$ cat src/rtl/parking_gate_scheduler.sv
// Shares one barrier gate and password checker between N_ENTRY entrance lanes
// and one exit lane, tracking lot occupancy and locking out repeated bad codes.
module parking_gate_scheduler #(
  parameter int           N_ENTRY      = 2,
  parameter int           CAPACITY     = 8,
  parameter logic [7:0]   PASSWORD     = 8'h0E,
  parameter int           PWD_TIMEOUT  = 20,
  parameter int           OPEN_TIMEOUT = 30,
  parameter int           MAX_TRIES    = 3,
  parameter int           LOCK_CYCLES  = 40
) (
  input  logic               clk,
  input  logic               rst_n,
  input  logic [N_ENTRY-1:0] entry_req,
  input  logic               exit_req,
  input  logic               pwd_valid,
  input  logic [7:0]         pwd,
  input  logic               car_passed,
  output logic [N_ENTRY-1:0] entry_grant,
  output logic               exit_grant,
  output logic               gate_open,
  output logic               green_led,
  output logic               red_led,
  output logic               full,
  output logic [7:0]         occupancy
);

  localparam int T_MAX0 = (PWD_TIMEOUT > OPEN_TIMEOUT) ? PWD_TIMEOUT : OPEN_TIMEOUT;
  localparam int T_MAX  = (T_MAX0 > LOCK_CYCLES) ? T_MAX0 : LOCK_CYCLES;
  localparam int TW     = $clog2(T_MAX + 1);
  localparam int PW     = (N_ENTRY > 1) ? $clog2(N_ENTRY) : 1;
  localparam int CW     = $clog2(MAX_TRIES + 1);

  typedef enum logic [2:0] {
    IDLE,
    WAIT_PASS,
    OPEN_IN,
    OPEN_OUT,
    LOCKOUT
  } state_t;

  state_t             state;
  logic [TW-1:0]      timer;
  logic [CW-1:0]      tries;
  logic [CW-1:0]      tries_next;
  logic [PW-1:0]      rr_ptr;
  logic               pick_found;
  logic [PW-1:0]      pick_idx;
  logic [N_ENTRY-1:0] pick_onehot;
  logic [PW:0]        lane_sum;
  logic [PW-1:0]      lane_idx;

  assign full       = (occupancy == 8'(CAPACITY));
  assign tries_next = tries + CW'(1);

  // Round-robin search: first requesting lane at or after the pointer, wrapping.
  always_comb begin
    pick_found  = 1'b0;
    pick_idx    = '0;
    pick_onehot = '0;
    lane_sum    = '0;
    lane_idx    = '0;
    for (int i = 0; i < N_ENTRY; i++) begin
      lane_sum = {1'b0, rr_ptr} + (PW+1)'(i);
      if (lane_sum >= (PW+1)'(N_ENTRY))
        lane_sum = lane_sum - (PW+1)'(N_ENTRY);
      lane_idx = lane_sum[PW-1:0];
      if (!pick_found && entry_req[lane_idx]) begin
        pick_found            = 1'b1;
        pick_idx              = lane_idx;
        pick_onehot[lane_idx] = 1'b1;
      end
    end
  end

  always_ff @(posedge clk) begin
    if (!rst_n) begin
      state       <= IDLE;
      timer       <= '0;
      tries       <= '0;
      rr_ptr      <= '0;
      entry_grant <= '0;
      exit_grant  <= 1'b0;
      gate_open   <= 1'b0;
      green_led   <= 1'b0;
      red_led     <= 1'b0;
      occupancy   <= 8'd0;
    end else begin
      case (state)
        IDLE: begin
          timer <= '0;
          if (exit_req && occupancy != 8'd0) begin
            state      <= OPEN_OUT;
            exit_grant <= 1'b1;
            gate_open  <= 1'b1;
            green_led  <= 1'b1;
          end else if (pick_found && !full) begin
            state       <= WAIT_PASS;
            entry_grant <= pick_onehot;
            rr_ptr      <= (pick_idx == PW'(N_ENTRY - 1)) ? '0 : pick_idx + PW'(1);
          end
        end

        // A strobe in the timeout cycle still counts as an attempt.
        WAIT_PASS: begin
          if (pwd_valid && pwd == PASSWORD) begin
            state     <= OPEN_IN;
            timer     <= '0;
            tries     <= '0;
            red_led   <= 1'b0;
            gate_open <= 1'b1;
            green_led <= 1'b1;
          end else if (pwd_valid) begin
            tries   <= tries_next;
            red_led <= 1'b1;
            timer   <= '0;
            if (tries_next == CW'(MAX_TRIES)) begin
              state       <= LOCKOUT;
              entry_grant <= '0;
            end
          end else if ((entry_req & entry_grant) == '0) begin
            state       <= IDLE;
            entry_grant <= '0;
            timer       <= '0;
          end else if (timer == TW'(PWD_TIMEOUT - 1)) begin
            state       <= IDLE;
            entry_grant <= '0;
            red_led     <= 1'b0;
            timer       <= '0;
          end else begin
            timer <= timer + TW'(1);
          end
        end

        OPEN_IN, OPEN_OUT: begin
          if (car_passed || timer == TW'(OPEN_TIMEOUT - 1)) begin
            state       <= IDLE;
            timer       <= '0;
            entry_grant <= '0;
            exit_grant  <= 1'b0;
            gate_open   <= 1'b0;
            green_led   <= 1'b0;
            if (car_passed) begin
              if (state == OPEN_IN && occupancy < 8'(CAPACITY))
                occupancy <= occupancy + 8'd1;
              else if (state == OPEN_OUT && occupancy != 8'd0)
                occupancy <= occupancy - 8'd1;
            end
          end else begin
            timer <= timer + TW'(1);
          end
        end

        LOCKOUT: begin
          entry_grant <= '0;
          exit_grant  <= 1'b0;
          gate_open   <= 1'b0;
          green_led   <= 1'b0;
          if (timer == TW'(LOCK_CYCLES - 1)) begin
            state   <= IDLE;
            timer   <= '0;
            tries   <= '0;
            red_led <= 1'b0;
          end else begin
            red_led <= 1'b1;
            timer   <= timer + TW'(1);
          end
        end

        default: begin
          state       <= IDLE;
          timer       <= '0;
          entry_grant <= '0;
          exit_grant  <= 1'b0;
          gate_open   <= 1'b0;
          green_led   <= 1'b0;
        end
      endcase
    end
  end

endmodule

$ cat config.mk
export PLATFORM = sky130hd
export DESIGN_NAME = parking_gate_scheduler
export DESIGN_NICKNAME = d
export VERILOG_FILES = /design/src/rtl/parking_gate_scheduler.sv
export SDC_FILE = /design/constraint.sdc
export NUM_CORES = 1
export LEC_CHECK = 0
export CORE_ASPECT_RATIO = 0.7
export CORE_MARGIN = 4
export CORE_UTILIZATION = 45
export DETAILED_ROUTE_END_ITERATION = 8
export MAX_ROUTING_LAYER = met4
export PLACE_DENSITY = 0.71
export SYNTH_ARGS = -nofsm -noshare
export SYNTH_HDL_FRONTEND = slang
export SYNTH_SLANG_ARGS = --single-unit
$ cat constraint.sdc
create_clock -name clk -period 3.2 [get_ports clk]
set_input_delay 0.48 -clock clk [delete_from_list [all_inputs] [get_ports clk]]
set_output_delay 0.48 -clock clk [all_outputs]
set_load 0.05 [all_outputs]
==> flow_summary.json, run 1 <==
{
  "grt-busiest-layer": "met1",
  "rsz0062_at_grt": "false",
  "grtUsageMet1_pct": 27.1,
  "syn_inst": 187,
  "ys_ff_latch": 25,
  "critPathSlowestCell": "nor4b_4",
  "worstPathRequired_ns": 3.36,
  "pre_cts_ws_ns": 0.269,
  "layout.cells.most_common": "clkdlybuf4s50_1",
  "n_antenna_cell": 0,
  "cts_resized": 0,
  "async_reset_ff_share_pct": 0,
  "wl_mm": 3.87,
  "start_kind": "register",
  "syn_to_final_growth_pct": 23.5,
  "core_area_um2": 3250,
  "die_x_um": 78.8,
  "hold_ws_ns": 0.471,
  "seq_area_um2": 500,
  "synthTopCellsByArea": "dfxtp_1, ha_1, nor2_1",
  "die-area_um2": 4530,
  "drc": 0,
  "fmax_mhz": 335,
  "leakagePower_uw": 0.000732,
  "end_kind": "register",
  "cts_root_buf": "clkbuf_8",
  "peakVddDrop_mv": 0.359,
  "worstPathArrival_ns": 3.15,
  "cts_buffers": 3,
  "grt_pass1_vias": 1382,
  "slew_headroom_pct": 53.1,
  "io_pins": 30,
  "multi_input_area_um2": 1000,
  "crit_fanout": 6,
  "grt_max_degree": 17,
  "finalCritPeriodShare_pct": 93.3,
  "min-delay-start": "timer[0]",
  "initial_core_util_pct": 48.5,
  "fillers": 291,
  "vias_per_cell": 5.58,
  "mostFrequentLayoutCells": "clkdlybuf4s50_1, nor2_1, dfxtp_1",
  "drive_above_1_share_pct": 5.58,
  "clk_latency_ns": 0.27,
  "clock-sinks": 25,
  "power_density_nw_per_um2": 568,
  "r2r_start": "occupancy[6]",
  "antenna_found_initial": 0,
  "grt_pass1_wl_mm": 6.53,
  "htreeDepth": 1,
  "post-dp-hpwl_mm": 3.10,
  "fin_nets": 241,
  "numPortBuffers": 29,
  "yosysWarningCount": 0,
  "ys_seq_area_share_pct": 31.7,
  "yosysTopAreaCell": "dfxtp_1",
  "met3_usage_pct": 4.26,
  "status": "complete, no violations",
  "cp_cell_sequence": "nor4_4, nor4b_4, inv_1, ha_1, nor2b_1, o31a_1, o21ai_0, a2111oi_0, a311o_1",
  "dr.pass1.iters": 4,
  "setup-tns-final_ns": 0,
  "detail-route-antenna-nets": 0,
  "synth_top_area_share_pct": 31.7,
  "worstSetupStartpoint": "occupancy[6]",
  "synth_edf_count": 0,
  "grt_overflow_total": 0,
  "setup_viol": 0,
  "synth_flop_cell": "dfxtp_1",
  "max_slew.worst_pin.slew_ns": 0.699,
  "slowest_delay_ns": 0.39,
  "cts_tree": "done",
  "min_period_ns": 2.99,
  "crit_type": "reg2reg",
  "routabilityCongestion": 0.904,
  "yosysUniqueCellTypes": 55,
  "setup_slack_ns": 0.215,
  "syn-mean-instance-area_um2": 8.44,
  "num_rows": 17,
  "netlist_area_um2": 1580,
  "hold_class": "reg2reg",
  "cts_hold_buffers": 0,
  "clockBufferDepth": 2,
  "hold_viol_final": 0,
  "met2_usage_pct": 25.4,
  "drt_iter0_markers": 184,
  "grt_use_total_pct": 18.5,
  "syn_nets": 212,
  "cap_violations": 0,
  "cts.reportedPaths.clkPinSlew_ns": 0.09,
  "die_y_um": 57.5,
  "num_vias": 1461,
  "cts_setup_buffers": 0,
  "wl_per_cell_um": 14.8,
  "fin_skew_ns": 0.00230,
  "slew_violations": 0
}
## per-stage QoR
step	total power [uW]	instance area [um^2]	instances	util [%]
global placement	907	1900	258	58.4
finish	1110	1950	262	59.9
global route	1190	1950	262	59.9
floorplan	780	1580	187	-
detailed placement	916	1900	258	58.4
CTS	1110	1950	262	59.9
## logic make-up (layout without fill, tap and decap cells)
logic type	after synthesis	count (layout)	share of synthesized area, %
DFF	25	25	31.7
adders and majority gates	10	10	8.41
muxes	6	6	3.89
buffers and inverters	18	46	4.68
AOI/OAI and AO/OA	44	44	19.8
xor gates and xnor gates	8	8	4.44
and+or+nand+nor	76	76	27.0
## layout make-up
cell class,instances,area share (%)
well taps,47,3.02
multi-input cells,144,51.5
flip-flops and latches,25,25.7
repair buffers,29,14.9
clock buffers,3,2.12
clock inverters,1,0.257
inverters,13,2.50
## routing by layer
metal,vias up,wire length (um)
met1,667,1950
li1,738,-
met3,4,236
met2,52,1650
met4,0,39
met5,-,0
## path summary, 6_finish.rpt
check	to	slack, ns	cells after the start
worst max-delay path	occupancy[6]	0.21	9
worst min-delay path	timer[0]	0.47	1
worst max register to register	occupancy[6]	0.21	9
worst min register to register	timer[0]	0.47	1
## cells in the mapped netlist (all sizes together), types with 4 or more instances
| cell | number |
|---|---|
| a211oi | 4 |
| a21oi | 7 |
| a31oi | 5 |
| dfxtp | 25 |
| ha | 9 |
| inv | 13 |
| mux2i | 5 |
| nand2 | 13 |
| nand3 | 6 |
| nor2 | 27 |
| nor3 | 8 |
| o21ai | 7 |
| xnor2 | 5 |
## report_power, final
part	switching [uW]	total (uW)	internal, uW
clock network	102	189	87.2
logic	304	506	202
registers	55.6	412	356
## flip-flops by register name, summed over array words and instances, names as in the netlist, named ones only
register and flops:
red_led 1, state 3, occupancy 8, entry_grant 2, timer 6, exit_grant 1
green_led 1, tries 2
## critical path, delay by kind of cell, from the launching register on
| family | cells | cell delay (ns) |
|---|---|---|
| flip-flops | 1 | 0.37 |
| AND/OR/NAND/NOR | 3 | 0.92 |
| buffers and inverters | 1 | 0.23 |
| AO/OA/AOI/OAI | 4 | 1.00 |
| adder cells (fa/ha/maj) | 1 | 0.37 |
(Power assumes the default switching activity.)
==> inputs of run 2 (changes only) <==
--- a/config.mk
+++ b/config.mk
@@ -10,7 +10,7 @@
 export CORE_UTILIZATION = 45
 export DETAILED_ROUTE_END_ITERATION = 8
 export MAX_ROUTING_LAYER = met4
-export PLACE_DENSITY = 0.71
+export PLACE_DENSITY = 0.73
 export SYNTH_ARGS = -nofsm -noshare
 export SYNTH_HDL_FRONTEND = slang
 export SYNTH_SLANG_ARGS = --single-unit
==> constraint.sdc (replaced) <==
create_clock -name clk -period 3.2 [get_ports clk]
set_input_delay 0.48 -clock clk [delete_from_list [all_inputs] [get_ports clk]]
set_output_delay 0.48 -clock clk [all_outputs]
set_load 0.01 [all_outputs]
==> run 2 against run 1 <==
  * Clock power is essentially flat
  * Maximum frequency grew 3.0%
  * Final cell count is the same
  * Global-route usage shrank 0.31 points
  * Total power shrank 7.8%
  * Via count is the same
  * Wire length shrank 1.1%
  * Final area is essentially flat
  * Flip-flop and latch count is the same
  * First-iteration DRC count shrank 14%
  * Critical path type unchanged
==> flow_summary.json, run 2 (synthesized netlist as in run 1, its figures left out) <==
{
  "htreeDepth": 1,
  "numPortBuffers": 29,
  "fillers": 309,
  "dp_cells": 258,
  "drive_above_1_share_pct": 5.12,
  "fin_nets": 241,
  "crit_type": "reg2reg",
  "cts_buffers": 3,
  "power_density_nw_per_um2": 524,
  "reg2reg_slack_ns": 0.30,
  "end_kind": "register",
  "layout.cells.most_common": "clkdlybuf4s50_1",
  "largest_register_ffs": 8,
  "detail-route-antenna-nets": 0,
  "top_register": "occupancy",
  "core_area_um2": 3250,
  "worstSetupStartpoint": "occupancy[6]",
  "r2r_cells": 9,
  "start_kind": "register",
  "multi_input_area_um2": 1000,
  "power.total_uw": 1020,
  "grt_pass1_vias": 1376,
  "min_period_ns": 2.90,
  "top_regs": "occupancy x8, timer x6, state x3",
  "cts_tree": "done",
  "grt_pass1_wl_mm": 6.43,
  "grt_max_degree": 17,
  "fin_cells": 262,
  "worstPathArrival_ns": 3.06,
  "cts_root_buf": "clkbuf_8",
  "num_vias": 1461,
  "n_antenna_cell": 0,
  "slew_headroom_pct": 56.6,
  "cts_resized": 0,
  "clockBufferDepth": 2,
  "fmax_mhz": 345,
  "worstPathRequired_ns": 3.36,
  "max_slew.worst_pin.slew_ns": 0.647,
  "die-area_um2": 4530,
  "cp-endpoint": "occupancy[6]",
  "grt_use_total_pct": 18.1,
  "initial_core_util_pct": 48.5,
  "fin_skew_ns": 0.00580,
  "rsz0062_at_grt": "false",
  "die_y_um": 57.5,
  "mostFrequentLayoutCells": "clkdlybuf4s50_1, nor2_1, dfxtp_1",
  "setup_viol": 0,
  "finalCritPeriodShare_pct": 90.6,
  "routabilityCongestion": 0.842,
  "clk_latency_ns": 0.27,
  "syn_to_final_growth_pct": 23.4,
  "leakagePower_uw": 0.000729,
  "fin_util_pct": 59.8,
  "wl_mm": 3.83,
  "peakVddDrop_mv": 0.258,
  "wl_per_cell_um": 14.6,
  "setup-tns-final_ns": 0,
  "grt_overflow_total": 0,
  "slew_violations": 0,
  "crit_fanout": 6,
  "cap_violations": 0,
  "antenna_found_initial": 0,
  "post-dp-hpwl_mm": 3.09,
  "cts_hold_buffers": 0,
  "cts_setup_buffers": 0,
  "status": "complete, no violations",
  "finalInstanceArea_um2": 1950,
  "io_pins": 30,
  "num_rows": 17,
  "r2r_start": "occupancy[6]",
  "die_x_um": 78.8,
  "hold_viol_final": 0,
  "drt_iter0_markers": 158,
  "drc": 0,
  "seq_area_um2": 500,
  "dr.pass1.iters": 4,
  "clock-sinks": 25,
  "placed_cell_area_um2": 1900,
  "r2r_end": "occupancy[6]",
  "hold_class": "reg2reg",
  "cts.reportedPaths.clkPinSlew_ns": 0.08,
  "vias_per_cell": 5.58
}
-- run 2: changes by cell type in the layout (fill, tap and decap cells not counted), sizes merged --
cell,change
clkinv,-1
clkbuf,+1
-- run 2: layer usage --
| layer | global-route usage (%) | part of all wire [%] | up-vias | wire length [um] |
|---|---|---|---|---|
| met5 | - | 0 | - | 0 |
| met4 | 2.24 | 0.13 | 0 | 5 |
| met3 | 4.73 | 9.1 | 2 | 350 |
| met2 | 26.5 | 41 | 53 | 1580 |
| met1 | 25.8 | 49 | 665 | 1890 |
| li1 | - | - | 741 | - |
-- run 2: report_power, final --
| part | internal [uW] | total (uW) | switching [uW] |
|---|---|---|---|
| combinational | 202 | 423 | 220 |
| sequential | 356 | 411 | 54.5 |
| clock | 89.1 | 187 | 97.9 |
| total | 648 | 1020 | 372 |
-- run 2: layout make-up --
class	count	area share [%]
inverters	13	2.51
flip-flops and latches	25	25.7
well taps	47	3.02
multi-input cells	144	51.5
clock buffers	4	2.31
repair buffers	29	14.9
-- run 2: worst min path at each step --
stage / from / to / slack (ns) / depth (start not counted)
final: timer[0] / timer[0] / 0.48 / 1
after floorplan: timer[0] / timer[0] / 0.43 / 1
after detailed placement: timer[0] / timer[0] / 0.47 / 1
after global placement: timer[0] / timer[0] / 0.45 / 1
after CTS: timer[0] / timer[0] / 0.49 / 1
after global routing: entry_grant[1] / entry_grant[1] / 0.53 / 2
-- run 2: critical path, cell delays in order, from the launching register on --
cell	delay [ns]
dfxtp_1	0.37
nor4_4	0.37
nor4b_4	0.39
inv_1	0.23
ha_1	0.37
nor2b_1	0.16
o31a_1	0.26
o21ai_0	0.18
a2111oi_0	0.13
a311o_1	0.34
-- run 2: stage by stage --
stage	hold slack, ns	setup WS, ns
6_report	0.482	0.300
5_1_grt	0.528	0.00835
4_1_cts	0.489	0.314
3_5_place_dp	0.469	0.328
3_3_place_gp	0.452	0.402
2_1_floorplan	0.433	0.579
==> inputs of run 3 (changes only) <==
--- a/config.mk
+++ b/config.mk
@@ -8,6 +8,7 @@
 export CORE_ASPECT_RATIO = 0.7
 export CORE_MARGIN = 4
 export CORE_UTILIZATION = 45
+export CTS_CLUSTER_DIAMETER = 40
 export DETAILED_ROUTE_END_ITERATION = 8
 export MAX_ROUTING_LAYER = met4
 export PLACE_DENSITY = 0.73
==> constraint.sdc (replaced) <==
create_clock -name clk -period 3.5 [get_ports clk]
set_input_delay 0.525 -clock clk [delete_from_list [all_inputs] [get_ports clk]]
set_output_delay 0.525 -clock clk [all_outputs]
set_load 0.01 [all_outputs]
==> run 3 against run 2 <==
  * Wire length grew 2.7%
  * Via count is 3.1% higher
  * Clock skew decreased by 0.0013 ns
  * Utilization about the same
  * Register-to-register slack gained 0.26 ns
  * Die area unchanged
  * Combinational power decreased by 7.8%
  * Clock-buffer cell count decreased by 1
  * Highest routed layer unchanged
==> flow_summary.json, run 3 (synthesized netlist as in run 1, its figures left out) <==
{
  "power_density_nw_per_um2": 484,
  "grt_use_total_pct": 18.7,
  "num_rows": 17,
  "grt_pass1_wl_mm": 6.56,
  "cts_hold_buffers": 0,
  "top_regs": "occupancy x8, timer x6, state x3",
  "clockBufferDepth": 2,
  "drc": 0,
  "post-dp-hpwl_mm": 3.12,
  "pwr-share-comb_pct": 41.4,
  "syn_to_final_growth_pct": 23.5,
  "cts_buffers": 3,
  "crit_type": "reg2reg",
  "seq_power_share_pct": 39.7,
  "setup_viol": 0,
  "largest_register_ffs": 8,
  "finalCritPeriodShare_pct": 84.1,
  "numPortBuffers": 29,
  "drive_above_1_share_pct": 5.58,
  "num_vias": 1506,
  "net-switching-power_uw": 351,
  "slew_headroom_pct": 50.8,
  "die_x_um": 78.8,
  "wl_per_cell_um": 15.0,
  "clock-sinks": 25,
  "hold_ws_ns": 0.483,
  "fin_skew_ns": 0.00453,
  "peakVddDrop_mv": 0.261,
  "rsz0062_at_grt": "false",
  "vias_per_cell": 5.75,
  "routabilityCongestion": 0.845,
  "grt_pass1_vias": 1392,
  "drt_iter0_markers": 160,
  "leakagePower_uw": 0.000732,
  "mostFrequentLayoutCells": "clkdlybuf4s50_1, nor2_1, dfxtp_1",
  "status": "complete, no violations",
  "layout.cells.most_common": "clkdlybuf4s50_1",
  "die-area_um2": 4530,
  "clk_latency_ns": 0.28,
  "max_slew.worst_pin.slew_ns": 0.733,
  "dp_cells": 258,
  "cts.reportedPaths.clkPinSlew_ns": 0.09,
  "top_register": "occupancy",
  "worstPathRequired_ns": 3.73,
  "die_y_um": 57.5,
  "grt_max_degree": 17,
  "cts_root_buf": "clkbuf_8",
  "wl_mm": 3.93,
  "cts_resized": 0,
  "fmax_mhz": 340,
  "slew_violations": 0,
  "switching_share_pct": 37.3,
  "min_period_ns": 2.94,
  "grt_overflow_total": 0,
  "antenna_found_initial": 0,
  "hold_class": "reg2reg",
  "hold_viol_final": 0,
  "initial_core_util_pct": 48.5,
  "detail-route-antenna-nets": 0,
  "clkPwrFrac_pct": 18.9,
  "cts_setup_buffers": 0,
  "n_antenna_cell": 0,
  "fin_nets": 241,
  "htreeDepth": 1,
  "end_kind": "register",
  "internal-power_uw": 591,
  "crit_fanout": 6,
  "fin_cells": 262,
  "io_pins": 30,
  "start_kind": "register",
  "dr.pass1.iters": 4,
  "fillers": 294,
  "cap_violations": 0,
  "worstPathArrival_ns": 3.17,
  "cts_tree": "done",
  "setup-tns-final_ns": 0,
  "core_area_um2": 3250
}
==> run 3: power groups by stage <==
stage                     registers, uW  logic (uW)  clock network [uW]
after floorplan                     370         267                   0
after global placement              378         377                   0
after detailed placement            381         385                   0
after CTS                           374         387                 180
after global routing                383         431                 194
final                               374         390                 178
==> run 3: metrics by stage <==
| stage | power [uW] | worst slack (ns) | util, % | area (um^2) |
|---|---|---|---|---|
| 5_1_grt | 1010 | 0.338 | 59.9 | 1950 |
| 3_3_place_gp | 754 | 0.694 | 58.4 | 1900 |
| 6_report | 942 | 0.556 | 59.9 | 1950 |
| 2_1_floorplan | 637 | 0.879 | - | 1580 |
| 3_5_place_dp | 766 | 0.618 | 58.4 | 1900 |
| 4_1_cts | 942 | 0.594 | 59.9 | 1950 |
==> run 3: cell type report <==
class / instances / area (um^2) / area share, %
clock buffer: 3 / 41.3 / 2.12
multi-input combinational: 144 / 1000 / 51.5
timing repair buffer: 29 / 290 / 14.9
tap: 47 / 58.8 / 3.02
sequential: 25 / 500 / 25.7
clock inverter: 1 / 5.00 / 0.257
inverter: 13 / 48.8 / 2.50
==> run 3: final timing paths <==
kind | cells after the start | slack (ns) | endpoint | start
min reg2reg | 1 | 0.48 | timer[0] | timer[0]
min | 1 | 0.48 | timer[0] | timer[0]
max | 9 | 0.56 | occupancy[6] | occupancy[6]
max reg2reg | 9 | 0.56 | occupancy[6] | occupancy[6]
==> run 3: worst max-delay path: stages, from the launching register on <==
cell and delay [ns]:
dfxtp_1 0.38, nor4_4 0.36, nor4b_4 0.38, inv_1 0.22, ha_1 0.39, nor2b_1 0.25
o31a_1 0.18, o21ai_0 0.10, a2111oi_0 0.47, a311o_1 0.17
==> run 3: per-layer routing <==
metal,global-route usage (%),vias up,wire (um)
li1,-,742,-
met1,26.6,698,1940
met2,26.2,62,1640
met3,4.89,4,321
met4,4.24,0,32
met5,-,-,0
